File: src/rtl/tawas_dmem_arb_if.sv
// Bus bundle between NREQ tawas load/store masters, the data-memory arbiter and the memory macro.
// The slave modport is the arbiter's view; the master modport is the requester/memory side.
interface tawas_dmem_arb_if #(
   parameter int NREQ = 4,
   parameter int AW   = 32
);
   logic [NREQ-1:0]    REQ_CS;
   logic [NREQ-1:0]    REQ_WR;
   logic [NREQ*AW-1:0] REQ_ADDR;
   logic [NREQ*4-1:0]  REQ_MASK;
   logic [NREQ*32-1:0] REQ_DOUT;
   logic [NREQ-1:0]    REQ_GNT;
   logic [NREQ-1:0]    REQ_RVLD;
   logic [31:0]        REQ_DIN;
   logic               DCS;
   logic               DWR;
   logic [AW-1:0]      DADDR;
   logic [3:0]         DMASK;
   logic [31:0]        DOUT;
   logic [31:0]        DIN;

   modport slave (
      input  REQ_CS, REQ_WR, REQ_ADDR, REQ_MASK, REQ_DOUT, DIN,
      output REQ_GNT, REQ_RVLD, REQ_DIN, DCS, DWR, DADDR, DMASK, DOUT
   );

   modport master (
      output REQ_CS, REQ_WR, REQ_ADDR, REQ_MASK, REQ_DOUT, DIN,
      input  REQ_GNT, REQ_RVLD, REQ_DIN, DCS, DWR, DADDR, DMASK, DOUT
   );
endinterface

File: src/rtl/tawas_dmem_arb.sv
// Round-robin arbiter sharing one single-ported data memory between NREQ tawas masters.
// Grant in cycle T, memory strobe in T+1, read-data-valid strobe in T+2; one transfer per cycle.
module tawas_dmem_arb #(
   parameter int NREQ = 4,
   parameter int AW   = 32
) (
   input  logic              CLK,
   input  logic              RST,
   tawas_dmem_arb_if.slave   bus
);
   localparam int PW = (NREQ > 1) ? $clog2(NREQ) : 1;

   logic [PW-1:0]   ptr_q, ptr_d;
   logic            dcs_q, dcs_d;
   logic            dwr_q, dwr_d;
   logic [AW-1:0]   daddr_q, daddr_d;
   logic [3:0]      dmask_q, dmask_d;
   logic [31:0]     dout_q, dout_d;
   logic            rd_vld_q, rd_vld_d;
   logic [PW-1:0]   rd_idx_q, rd_idx_d;
   logic [NREQ-1:0] rvld_q, rvld_d;

   logic [NREQ-1:0] gnt;
   logic            gnt_vld;
   logic [PW-1:0]   gnt_idx;
   logic [PW-1:0]   scan_idx;
   logic            sel_wr;
   logic [AW-1:0]   sel_addr;
   logic [3:0]      sel_mask;
   logic [31:0]     sel_dout;

   // Scan from the priority pointer, wrapping; the first active requester wins.
   always_comb begin
      gnt      = '0;
      gnt_vld  = 1'b0;
      gnt_idx  = '0;
      scan_idx = '0;
      for (int k = 0; k < NREQ; k++) begin
         scan_idx = PW'((int'(ptr_q) + k) % NREQ);
         if (RST && !gnt_vld && bus.REQ_CS[scan_idx]) begin
            gnt_vld       = 1'b1;
            gnt_idx       = scan_idx;
            gnt[scan_idx] = 1'b1;
         end
      end
   end

   always_comb begin
      sel_wr   = bus.REQ_WR[gnt_idx];
      sel_addr = bus.REQ_ADDR[int'(gnt_idx)*AW +: AW];
      sel_mask = bus.REQ_MASK[int'(gnt_idx)*4 +: 4];
      sel_dout = bus.REQ_DOUT[int'(gnt_idx)*32 +: 32];
   end

   // Idle cycles keep the last address/mask/data so unrequested X never reaches the macro.
   always_comb begin
      ptr_d    = ptr_q;
      dcs_d    = gnt_vld;
      dwr_d    = gnt_vld & sel_wr;
      daddr_d  = daddr_q;
      dmask_d  = dmask_q;
      dout_d   = dout_q;
      rd_vld_d = gnt_vld & ~sel_wr;
      rd_idx_d = rd_idx_q;
      rvld_d   = '0;
      if (gnt_vld) begin
         ptr_d    = (gnt_idx == PW'(NREQ - 1)) ? '0 : gnt_idx + 1'b1;
         daddr_d  = sel_addr;
         dmask_d  = sel_mask;
         dout_d   = sel_dout;
         rd_idx_d = gnt_idx;
      end
      if (rd_vld_q) begin
         rvld_d[rd_idx_q] = 1'b1;
      end
   end

   always_ff @(posedge CLK) begin
      if (!RST) begin
         ptr_q    <= '0;
         dcs_q    <= 1'b0;
         dwr_q    <= 1'b0;
         daddr_q  <= '0;
         dmask_q  <= '0;
         dout_q   <= '0;
         rd_vld_q <= 1'b0;
         rd_idx_q <= '0;
         rvld_q   <= '0;
      end else begin
         ptr_q    <= ptr_d;
         dcs_q    <= dcs_d;
         dwr_q    <= dwr_d;
         daddr_q  <= daddr_d;
         dmask_q  <= dmask_d;
         dout_q   <= dout_d;
         rd_vld_q <= rd_vld_d;
         rd_idx_q <= rd_idx_d;
         rvld_q   <= rvld_d;
      end
   end

   assign bus.REQ_GNT  = gnt;
   assign bus.REQ_RVLD = rvld_q;
   assign bus.REQ_DIN  = bus.DIN;
   assign bus.DCS      = dcs_q;
   assign bus.DWR      = dwr_q;
   assign bus.DADDR    = daddr_q;
   assign bus.DMASK    = dmask_q;
   assign bus.DOUT     = dout_q;
endmodule

File: src/flat_wrapper.sv
// flat-port wrapper written by rule: the top's interface ports become plain ports
module tawas_dmem_arb_flat 
#(
   parameter int NREQ = 4,
   parameter int AW   = 32
)
  (CLK, RST, bus_REQ_CS, bus_REQ_WR, bus_REQ_ADDR, bus_REQ_MASK, bus_REQ_DOUT, bus_DIN, bus_REQ_GNT, bus_REQ_RVLD, bus_REQ_DIN, bus_DCS, bus_DWR, bus_DADDR, bus_DMASK, bus_DOUT);
  tawas_dmem_arb_if #(.NREQ(NREQ), .AW(AW)) bus_i ();
  input  logic CLK;
  input  logic RST;
  input wire logic [$bits(bus_i.REQ_CS)-1:0] bus_REQ_CS;
  input wire logic [$bits(bus_i.REQ_WR)-1:0] bus_REQ_WR;
  input wire logic [$bits(bus_i.REQ_ADDR)-1:0] bus_REQ_ADDR;
  input wire logic [$bits(bus_i.REQ_MASK)-1:0] bus_REQ_MASK;
  input wire logic [$bits(bus_i.REQ_DOUT)-1:0] bus_REQ_DOUT;
  input wire logic [$bits(bus_i.DIN)-1:0] bus_DIN;
  output wire logic [$bits(bus_i.REQ_GNT)-1:0] bus_REQ_GNT;
  output wire logic [$bits(bus_i.REQ_RVLD)-1:0] bus_REQ_RVLD;
  output wire logic [$bits(bus_i.REQ_DIN)-1:0] bus_REQ_DIN;
  output wire logic [$bits(bus_i.DCS)-1:0] bus_DCS;
  output wire logic [$bits(bus_i.DWR)-1:0] bus_DWR;
  output wire logic [$bits(bus_i.DADDR)-1:0] bus_DADDR;
  output wire logic [$bits(bus_i.DMASK)-1:0] bus_DMASK;
  output wire logic [$bits(bus_i.DOUT)-1:0] bus_DOUT;
  assign bus_i.REQ_CS = bus_REQ_CS;
  assign bus_i.REQ_WR = bus_REQ_WR;
  assign bus_i.REQ_ADDR = bus_REQ_ADDR;
  assign bus_i.REQ_MASK = bus_REQ_MASK;
  assign bus_i.REQ_DOUT = bus_REQ_DOUT;
  assign bus_i.DIN = bus_DIN;
  assign bus_REQ_GNT = bus_i.REQ_GNT;
  assign bus_REQ_RVLD = bus_i.REQ_RVLD;
  assign bus_REQ_DIN = bus_i.REQ_DIN;
  assign bus_DCS = bus_i.DCS;
  assign bus_DWR = bus_i.DWR;
  assign bus_DADDR = bus_i.DADDR;
  assign bus_DMASK = bus_i.DMASK;
  assign bus_DOUT = bus_i.DOUT;
  tawas_dmem_arb #(.NREQ(NREQ), .AW(AW)) u_core (.CLK(CLK), .RST(RST), .bus(bus_i));
endmodule
File: config.mk
export PLATFORM = sky130hd
export DESIGN_NAME = tawas_dmem_arb_flat
export DESIGN_NICKNAME = d
export VERILOG_FILES = /design/src/rtl/tawas_dmem_arb_if.sv /design/src/rtl/tawas_dmem_arb.sv /design/src/flat_wrapper.sv
export SDC_FILE = /design/constraint.sdc
export NUM_CORES = 1
export LEC_CHECK = 0
export BUFFER_PORTS_ARGS = -buffer_cell sky130_fd_sc_hd__buf_2
export CORE_AREA = 5 5 162 164
export CTS_CLUSTER_DIAMETER = 30
export CTS_CLUSTER_SIZE = 16
export DETAILED_ROUTE_END_ITERATION = 8
export DIE_AREA = 0 0 167 169
export GPL_ROUTABILITY_DRIVEN = 0
export GPL_TIMING_DRIVEN = 0
export PLACE_DENSITY = 0.58
export SLEW_MARGIN = 20
export SYNTH_ARGS = -nofsm -noshare
export SYNTH_HDL_FRONTEND = slang
export SYNTH_SLANG_ARGS = --single-unit
File: constraint.sdc
create_clock -name CLK -period 3.6 [get_ports CLK]
set_input_delay 0.72 -clock CLK [delete_from_list [all_inputs] [get_ports CLK]]
set_output_delay 0.72 -clock CLK [all_outputs]
set_load 0.02 [all_outputs]
==> results.md, run 1 <==
* Run status: finished, final reports clean
* Hold WC Path Type: reg -> reg
* Slowest stage delay, CP at 380 ps
* Hold Path Depth at 1
* Worst EP required at 2880 ps
* Drt via density at roughly 4.8
* Final Skew at 7.15 ps
* Cell breakdown of the critical path: buf_6, clkinvlp_4, ha_4, buf_8, mux2i_2, nor4b_4, or2_1, buf_6, nor2_2, a222oi_1, nand2_1, buf_4
* Root Buffer: clkbuf_16
* RR Startpoint: u_core.ptr_q[1]
* Register area share after synthesis at between 20% and 30%
* Drt pass-1 iters at 6
* Seq cells post-synth at 79
* Number of max-cap violations at 0
* Worst Reg-to-Reg Cells at 15
* Site Rows at slightly below 60
* R2R Setup Slk at 130 ps
* Slew HR at between 30 and 40%
* DR WL/cell at approximately 20 µm
* Iter 0 DRT Violations at 329
* Final core utilization at 33.9%
* Async set-reset flop share out of synthesis at 0%
* Hold Startpoint: u_core.rd_idx_q[0]
* Critical Path AT at roughly 2800 ps
* Num Clock Sinks at between 70 and 80
* Most frequent cell after synthesis: mux2i_1
* Detail Route met3 WL at 1900 µm
* R2R Path End: u_core.bus.DOUT[10]
* TritonCTS clock tree: built
* Finished Cell Area at 8380 µm²
* Crit Path Max Fanout at 7
* Cell taking the most area after synthesis: dfxtp_1
* WS Path Type: reg -> out
* PortBufs at 390
* Post-synthesis cell count at 588
* Synthesized cell area at roughly 5500 µm²
* DRC viols at 0
* Global route overflow at 0
* Post-route ant nets at 0
* Slowest-stage cell, CP: a222oi_1
* Synth top area share at between 20 and 30%
* Synth warn at 0
* H-tree levels at 3
* Net Count, Synth at around 910
* Overall Power at 4.32 mW
* Crit-path most repeated cell: buf_6
* Max-slew violations at 0
* Count of cell types in the netlist at 38
* Met1 WL at between 10000 and 15000 µm
* Fin nets at roughly 1300
* Placed cell count at roughly 1300
* # IOs at approximately 420
* Fill count at 2616
* Pin count of the biggest net entering global routing at 14
* Average size of a mapped cell at around 9.4 µm²
* WL met2 at ~13000 µm
* Initial core utilization at approximately 22%
* Synthesis-to-layout area growth at 52.2%
* Ys flop type: dfxtp_1
* CORE AREA at approximately 25000 µm²
* Initial antenna violation count at 0
* DP HPWL at 20700 µm
* Worst Max-Slew Pin Slew at a little under 1000 ps
* Vias in the first global route at between 6000 and 7000
* Die X at roughly 170 µm
* CP Capture Type: primary output
* FMAX at ~290 MHz
* Clock Pin Slew Worst Setup and Hold Paths at 60 ps
* Min Tclk post-route at approximately 3500 ps
* Hold Path End: u_core.bus.REQ_RVLD[2]
* First-pass GRT wire length at between 30000 and 40000 µm
* Clock buffer depth at 2
* Largest cells by area after synthesis: dfxtp_1 (29%), mux2i_1 (26%), a311o_1 (12%)
* Worst-Skew Late Latency at 340 ps
* Layout cell share with drive strength beyond 1 at between 50% and 60%
* Max layer used: met4
* CTS Buf Count at 9
* Lkg Pwr at 4.55 nW
* Power density over the cells at a little over 500 nW/µm²
* Via Count at around 6400
* Die height at ~170 µm
* Hold Vio Cnt, Final at 0
* RSZ-0062 raised after global routing: yes
* Post-synth EDFFs at 0
* Worst vdd ir at between 0.2 and 0.25 mV
* Non-filler cells, final at ~1300
* Gr usage total at between 10% and 20%
* WL final at about 26000 µm
* Final period utilization at between 90% and 100%
* Placed Area at a little under 8000 µm²
* Startpoint types: flip-flop
* Most common library cells after synthesis: mux2i_1 (141), nor3_1 (126), dfxtp_1 (79)
* Die area at 28200 µm²
* # setup viols final at 0
* Antenna diodes at 0
-- cell type report --
type	instances	area (µm²)	share of cell area, %
plain buffers	99	622	7.42
clock buffers	11	243	2.90
clock inverters	5	81.3	0.970
inverters	3	15.0	0.179
multi-input cells	407	3340	39.9
flip-flops and latches	79	1580	18.9
well taps	330	413	4.93
repair buffers	404	2080	24.8
-- through the flow --
step                      hold slack (ps)  setup TNS (ps)  setup slack, ps
after CTS                             487               0             1.67
after global routing                  502            -259            -56.0
after detailed placement              475          -30530             -687
after global placement                471          -27160             -683
after floorplan                       447               0              496
final                                 485               0              101
-- worst max-delay path by stage --
stage	start	to	cells after the start
CTS	u_core.ptr_q[1]	bus_REQ_GNT[1]	12
global route	u_core.ptr_q[1]	bus_REQ_GNT[2]	12
floorplan	u_core.ptr_q[1]	bus_REQ_GNT[0]	11
detailed placement	u_core.ptr_q[1]	u_core.bus.DADDR[3]	12
global placement	u_core.ptr_q[1]	u_core.bus.DOUT[28]	11
finish	u_core.ptr_q[1]	bus_REQ_GNT[1]	12
-- registers in the layout (all words and copies together) (netlist names) --
signal / count
u_core.rd_idx_q: 2
u_core.bus.DCS: 1
u_core.bus.DADDR: 32
u_core.bus.DMASK: 4
u_core.bus.REQ_RVLD: 4
u_core.bus.DWR: 1
u_core.bus.DOUT: 32
u_core.rd_vld_q: 1
u_core.ptr_q: 2
-- cell usage in the layout, fill, tap and decap left out, drive strengths merged, types with 4 or more instances in the layout --
cell      n
nand2    14
nor2      6
mux2      5
a222oi    4
buf     472
clkbuf   42
a311o    68
dfxtp    79
ha        4
mux2i   141
nor3    136
-- critical path, delay by kind of cell (launching register included) --
family,cells,cell delay [ps]
DFF,1,350
buffers and inverters,5,640
muxes,1,170
and+or+nand+nor,4,660
adders and majority gates,1,250
AOI/OAI and AO/OA,1,380
-- cell families after synthesis --
| logic type | synth area share (%) |
|---|---|
| AND/OR/NAND/NOR | 16.7 |
| multiplexers | 26.8 |
| buffers and inverters | 11.0 |
| AO/OA/AOI/OAI | 15.9 |
| flip-flops | 28.7 |
| adder cells (fa/ha/maj) | 0.909 |
-- routing by layer --
metal  global-route usage (%)  vias to the layer above
li1                         -                     3087
met3                     4.46                       29
met2                     30.3                      302
met4                     4.84                        0
met1                     20.6                     2940
met5                        0                        -
-- repair_timing --
action	CTS	global route
setup buffers	2	12
cloned	0	0
hold buffers	0	0
setup endpoints to repair	75	39
pin swaps	4	9
gates resized for setup	13	8
-- where the power goes --
| group | total, mW | internal (mW) | switching (mW) | leakage (nW) |
|---|---|---|---|---|
| clock | 1.03 | 0.628 | 0.404 | 0.156 |
| sequential | 1.21 | 1.09 | 0.117 | 0.660 |
| combinational | 2.08 | 0.891 | 1.19 | 3.73 |
| total | 4.32 | 2.61 | 1.71 | 4.55 |
Power figures use the tool's default switching activity.
==> run 2: changes to the inputs <==
Settings changed: ABC_AREA from default to 1, PLACE_DENSITY 0.58 to 0.66.
==> results.md, run 2 <==
* Initial antenna violation count at 0
* Clock buffer depth at 2
* Hold Vio Cnt, Final at 0
* DRC viols at 0
* Worst vdd ir at between 0.3 and 0.4 mV
* Count of cell types in the netlist at 28
* Cell taking the most area after synthesis: nand3_1
* Worst-Skew Late Latency at 340 ps
* # setup viols final at 0
* Pre-CTS setup slack at around 390 ps
* Drt via density at 4.65
* WS Path Type: reg -> out
* FMAX at roughly 300 MHz
* Synthesized cell area at 7170 µm²
* Average size of a mapped cell at ~5.7 µm²
* Synthesis-to-layout area growth at 37.0%
* Final period utilization at approximately 92%
* Die height at ~170 µm
* Slew HR at 46.8%
* Setup ws final at between 200 and 300 ps
* Worst EP required at 2880 ps
* Hold Startpoint: u_core.rd_idx_q[1]
* Via Count at just over 9000
* Buf/Inv on CP at 5
* Final Skew at between 8 and 9 ps
* Vias in the first global route at 8811
* Slowest-stage cell, CP: dfxtp_1
* Crit Path Max Fanout at 9
* Most frequent cells in the layout: buf_2 (452), inv_1 (360), nand3_1 (350), nand2_1 (169), dfxtp_1 (79)
* Initial core utilization at 29.0%
* Net Count, Synth at between 1500 and 2000
* Hold Path End: u_core.bus.REQ_RVLD[0]
* Most frequent cell after synthesis: inv_1
* Global route overflow at 0
* Die X at 167 µm
* Fin Setup TNS at 0 ps
* RR Startpoint: u_core.ptr_q[0]
* Crit-path most repeated cell: inv_1
* Most common cell after layout, fill and taps aside: buf_2
* Hold WC Path Type: reg -> reg
* Run status: finished, final reports clean
* CP Capture Type: primary output
* Site Rows at 58
* # IOs at 424
* Slowest stage delay, CP at ~520 ps
* Die area at between 20000 and 30000 µm²
* Clock Pin Slew Worst Setup and Hold Paths at roughly 70 ps
* CORE AREA at 24700 µm²
* Root Buffer: clkbuf_16
* Async set-reset flop share out of synthesis at 0%
* Max-slew violations at 0
* Critical Path AT at between 2000 and 3000 ps
* R2R Setup Slk at ~470 ps
* Fill count at 2792
* Non-filler cells, final at approximately 2000
* R2R Path End: u_core.bus.DOUT[8]
* Ys flop type: dfxtp_1
* Finished Cell Area at about 9800 µm²
* Placed Area at between 9000 and 10000 µm²
* DR WL/cell at between 15 and 20 µm
* Top Family by Delay on Critical Path: simple AND/OR/NAND/NOR gates
* Worst Reg-to-Reg Cells at 15
* Seq cells post-synth at just under 80
* Worst Max-Slew Pin Slew at roughly 800 ps
* Number of max-cap violations at 0
* Post-synthesis cell count at between 1000 and 1500
* DP HPWL at roughly 25000 µm
* Synth warn at 0
* H-tree levels at 3
* Largest cells by area after synthesis: nand3_1 (24%), dfxtp_1 (22%), inv_1 (19%)
* WL final at 30400 µm
* Gr usage total at around 20%
* Placed cell count at roughly 2000
* RSZ-0062 raised after global routing: no
* TritonCTS clock tree: built
* Hold Path Depth at 1
* PortBufs at 390
* Post-synth EDFFs at 0
* Post-CTS setup buffer count at 0
* Min Tclk post-route at 3330 ps
* Cell breakdown of the critical path: inv_2, ha_1, inv_1, nand3_1, inv_1, nor2_1, nand2_2, nand3_2, inv_1, a21oi_1, o21ai_0, buf_2
* Layout cell share with drive strength beyond 1 at a little under a third
* Pin count of the biggest net entering global routing at 15
* Most common library cells after synthesis: inv_1 (360), nand3_1 (350), nand2_1 (169)
* Num Clock Sinks at a little under 80
* Iter 0 DRT Violations at 620
* First-pass GRT wire length at ~46000 µm
* Power density over the cells at 905 nW/µm²
* Synth top area share at around a quarter
* Startpoint types: flip-flop
* Drt pass-1 iters at 7
* Fin nets at 1984
* Post-route ant nets at 0
* CTS Buf Count at 9
* Lkg Pwr at about 6.5 nW
* Register area share after synthesis at between 20% and 30%
-- run 2: changes by cell type after synthesis, sizes merged, moves of 5 or more --
cell    previous run  this run
nand2             14       173
clkbuf            32        18
mux2               5         0
buf               67       103
a311o             68         0
mux2i            141         0
nand3b             0        68
nand3              2       354
nor3             136         4
inv                3       365
o21ai              0        73
-- run 2: worst max-delay path by stage --
stage / startpoint / to / slack, ps / cells after the start
after floorplan: u_core.ptr_q[1] / bus_REQ_GNT[1] / 920 / 8
after global placement: u_core.ptr_q[0] / u_core.bus.DOUT[13] / 380 / 15
after detailed placement: u_core.ptr_q[0] / u_core.bus.DOUT[12] / 390 / 15
after CTS: u_core.ptr_q[0] / bus_REQ_GNT[3] / 230 / 11
after global routing: u_core.ptr_q[0] / bus_REQ_GNT[3] / 3 / 12
final: u_core.ptr_q[0] / bus_REQ_GNT[3] / 270 / 12
-- run 2: metrics by stage --
step,power [mW],hold WS [ps],util (%)
after floorplan,5.96,422,-
after global placement,7.93,445,38.5
after detailed placement,8.02,470,38.5
after CTS,8.95,480,39.7
after global routing,9.82,512,39.7
final,8.89,472,39.7
-- run 2: report_power, final --
group / total, mW / internal (mW) / leakage, nW / switching, mW
sequential: 1.46 / 1.25 / 0.657 / 0.206
combinational: 6.55 / 2.15 / 5.66 / 4.39
clock: 0.889 / 0.489 / 0.131 / 0.400
-- run 2: worst reg2reg max path, cell delays in order, from the launching register on --
cell,delay [ps]
dfxtp_1,520
inv_2,170
ha_1,360
inv_1,100
nand3_1,110
inv_1,40
nor2_1,150
nand2_2,160
nand4_1,370
buf_2,360
buf_2,310
nand3b_1,120
nand3_1,80
nand3_1,80
nand2_1,80
inv_1,40
-- run 2: what timing repair did --
item,in CTS,in global routing
hold buffers,0,0
gates resized for setup,0,1
setup endpoints to repair,0,1
-- run 2: layout make-up --
cell class | instances | area [µm²] | share of cell area [%]
Antenna cell | 1 | 2.50 | 0.0255
Multi-Input combinational cell | 700 | 3540 | 36.1
Sequential cell | 79 | 1580 | 16.1
Clock buffer | 10 | 239 | 2.43
Clock inverter | 6 | 45.0 | 0.459
Inverter | 365 | 1370 | 14.0
Tap cell | 330 | 413 | 4.20
Buffer | 121 | 674 | 6.87
Timing Repair Buffer | 390 | 1950 | 19.9
-- run 2: cell families after synthesis --
family                   share of synthesized area [%]
AND/OR/NAND/NOR                                   42.6
adder cells (fa/ha/maj)                          0.698
AO/OA/AOI/OAI                                     6.15
buffers and inverters                             28.5
flip-flops                                        22.1
-- run 2: per-layer routing --
layer,part of all wire [%],track usage (%),wire [µm],up-vias
met1,42,25.6,12700,4177
met5,0,0,0,-
met4,1.6,4.98,473,0
met2,49,35.9,14800,426
met3,7.6,4.11,2320,31
li1,-,-,-,4668
==> run 3: changes to the inputs <==
Settings changed: PLACE_DENSITY 0.66 to default, PLACE_DENSITY_LB_ADDON from default to 0.08.
==> results.md, run 3 (same netlist as run 2, synthesis figures left out) <==
* Worst-Skew Late Latency at around 340 ps
* Placed cell count at slightly below 2000
* Overall Power at 8.91 mW
* Fin Setup TNS at 0 ps
* Synthesis-to-layout area growth at 37.0%
* Finished Cell Area at just under 10000 µm²
* PortBufs at 390
* Die height at around 170 µm
* Number of max-cap violations at 0
* Min Tclk post-route at 3340 ps
* H-tree levels at 3
* Final core utilization at approximately two fifths
* Vias in the first global route at between 8000 and 9000
* Max-slew violations at 0
* DP HPWL at between 20000 and 25000 µm
* Gates resized, CTS repair at 0
* # IOs at approximately 420
* Run status: finished, final reports clean
* Initial core utilization at 29.0%
* Pin count of the biggest net entering global routing at 16
* Drt via density at approximately 4.5
* First-pass GRT wire length at 47300 µm
* WS Path Type: reg -> out
* Worst Reg-to-Reg Cells at 15
* CORE AREA at ~25000 µm²
* Site Rows at 58
* Hold Path Depth at 1
* Hold WC Path Type: reg -> reg
* RSZ-0062 raised after global routing: no
* WHS at ~450 ps
* Drt pass-1 iters at 5
* Placed Area at 9530 µm²
* Root Buffer: clkbuf_16
* CP Capture Type: primary output
* Worst Max-Slew Pin Slew at around 660 ps
* Post-route ant nets at 0
* Critical Path AT at between 2000 and 3000 ps
* Fill count at 2858
* WL final at between 30000 and 40000 µm
* Post-CTS setup buffer count at 0
* TritonCTS clock tree: built
* Clock buffer depth at 2
* Worst vdd ir at a little over 0.3 mV
* Crit Path Max Fanout at 9
* Lkg Pwr at ~6.4 nW
* DRC viols at 0
* Global route overflow at 0
* Most frequent cells in the layout: buf_2 (452), inv_1 (360), nand3_1 (350), nand2_1 (169), dfxtp_1 (79)
* Startpoint types: flip-flop
* Hold Vio Cnt, Final at 0
* Initial antenna violation count at 4
* Non-filler cells, final at between 2000 and 2500
* Pre-CTS setup slack at approximately 420 ps
* FF+latch area at approximately 1600 µm²
* Num Clock Sinks at slightly below 80
* # setup viols final at 0
* Worst EP required at around 2900 ps
* Iter 0 DRT Violations at about 480
* Slew HR at a little under three fifths
* Final Skew at 6.87 ps
* Setup ws final at around 260 ps
* Most common cell after layout, fill and taps aside: buf_2
* Post-CTS Hold Buffers at 0
* Die area at 28200 µm²
* Gr usage total at between 20% and 30%
* CTS Buf Count at 9
* Multi-input logic area at between 3000 and 4000 µm²
* Layout cell share with drive strength beyond 1 at between 30% and 40%
* DR WL/cell at ~15 µm
* Via Count at slightly above 9000
* Fin nets at 1984
* Final period utilization at 92.9%
* Power density over the cells at 908 nW/µm²
* Clock Pin Slew Worst Setup and Hold Paths at approximately 70 ps
* Die X at 167 µm
* FMAX at around 300 MHz
==> run 3: changes by cell type in the layout (fill, tap and decap cells not counted), sizes merged <==
cell	previous run	this run
clkbuf	28	27
inv	366	368
diode	1	3
clkinv	2	0
clkinvlp	3	4
==> run 3: worst paths after layout <==
path | from | endpoint | slack (ps)
min reg2reg | u_core.rd_idx_q[1] | u_core.bus.REQ_RVLD[1] | 450
min | u_core.rd_idx_q[1] | u_core.bus.REQ_RVLD[1] | 450
max reg2reg | u_core.ptr_q[0] | u_core.bus.DOUT[13] | 420
max | u_core.ptr_q[0] | bus_REQ_GNT[3] | 260
==> run 3: where the power goes <==
part / total (mW) / leakage [nW] / internal, mW / switching (mW)
logic: 6.58 / 5.66 / 2.15 / 4.42
clock network: 0.892 / 0.125 / 0.475 / 0.417
registers: 1.44 / 0.657 / 1.25 / 0.190
==> run 3: metal layers <==
layer | up-vias | share of wire, % | GRT usage [%]
li1 | 4662 | - | -
met1 | 4053 | 43 | 26.0
met2 | 322 | 49 | 36.4
met3 | 30 | 6.6 | 4.39
met4 | 2 | 1.7 | 5.09
met5 | - | 0.036 | 0
==> run 3: worst max-delay path, stage by stage, from the launching register on <==
cell and delay (ps):
dfxtp_1 490, inv_2 160, ha_1 370, inv_1 110
nand3_1 90, nand2_1 50, nor2_1 320, nand3_2 210
inv_1 120, a21oi_1 70, o21ai_0 70, buf_2 220
==> run 3: layout make-up <==
cell class,instances,area share [%]
inverter,365,14.0
timing repair buffer,390,19.9
clock inverter,7,0.573
buffer,121,6.87
sequential,79,16.1
clock buffer,9,2.29
tap,330,4.20
antenna,3,0.0765
multi-input combinational,700,36.0
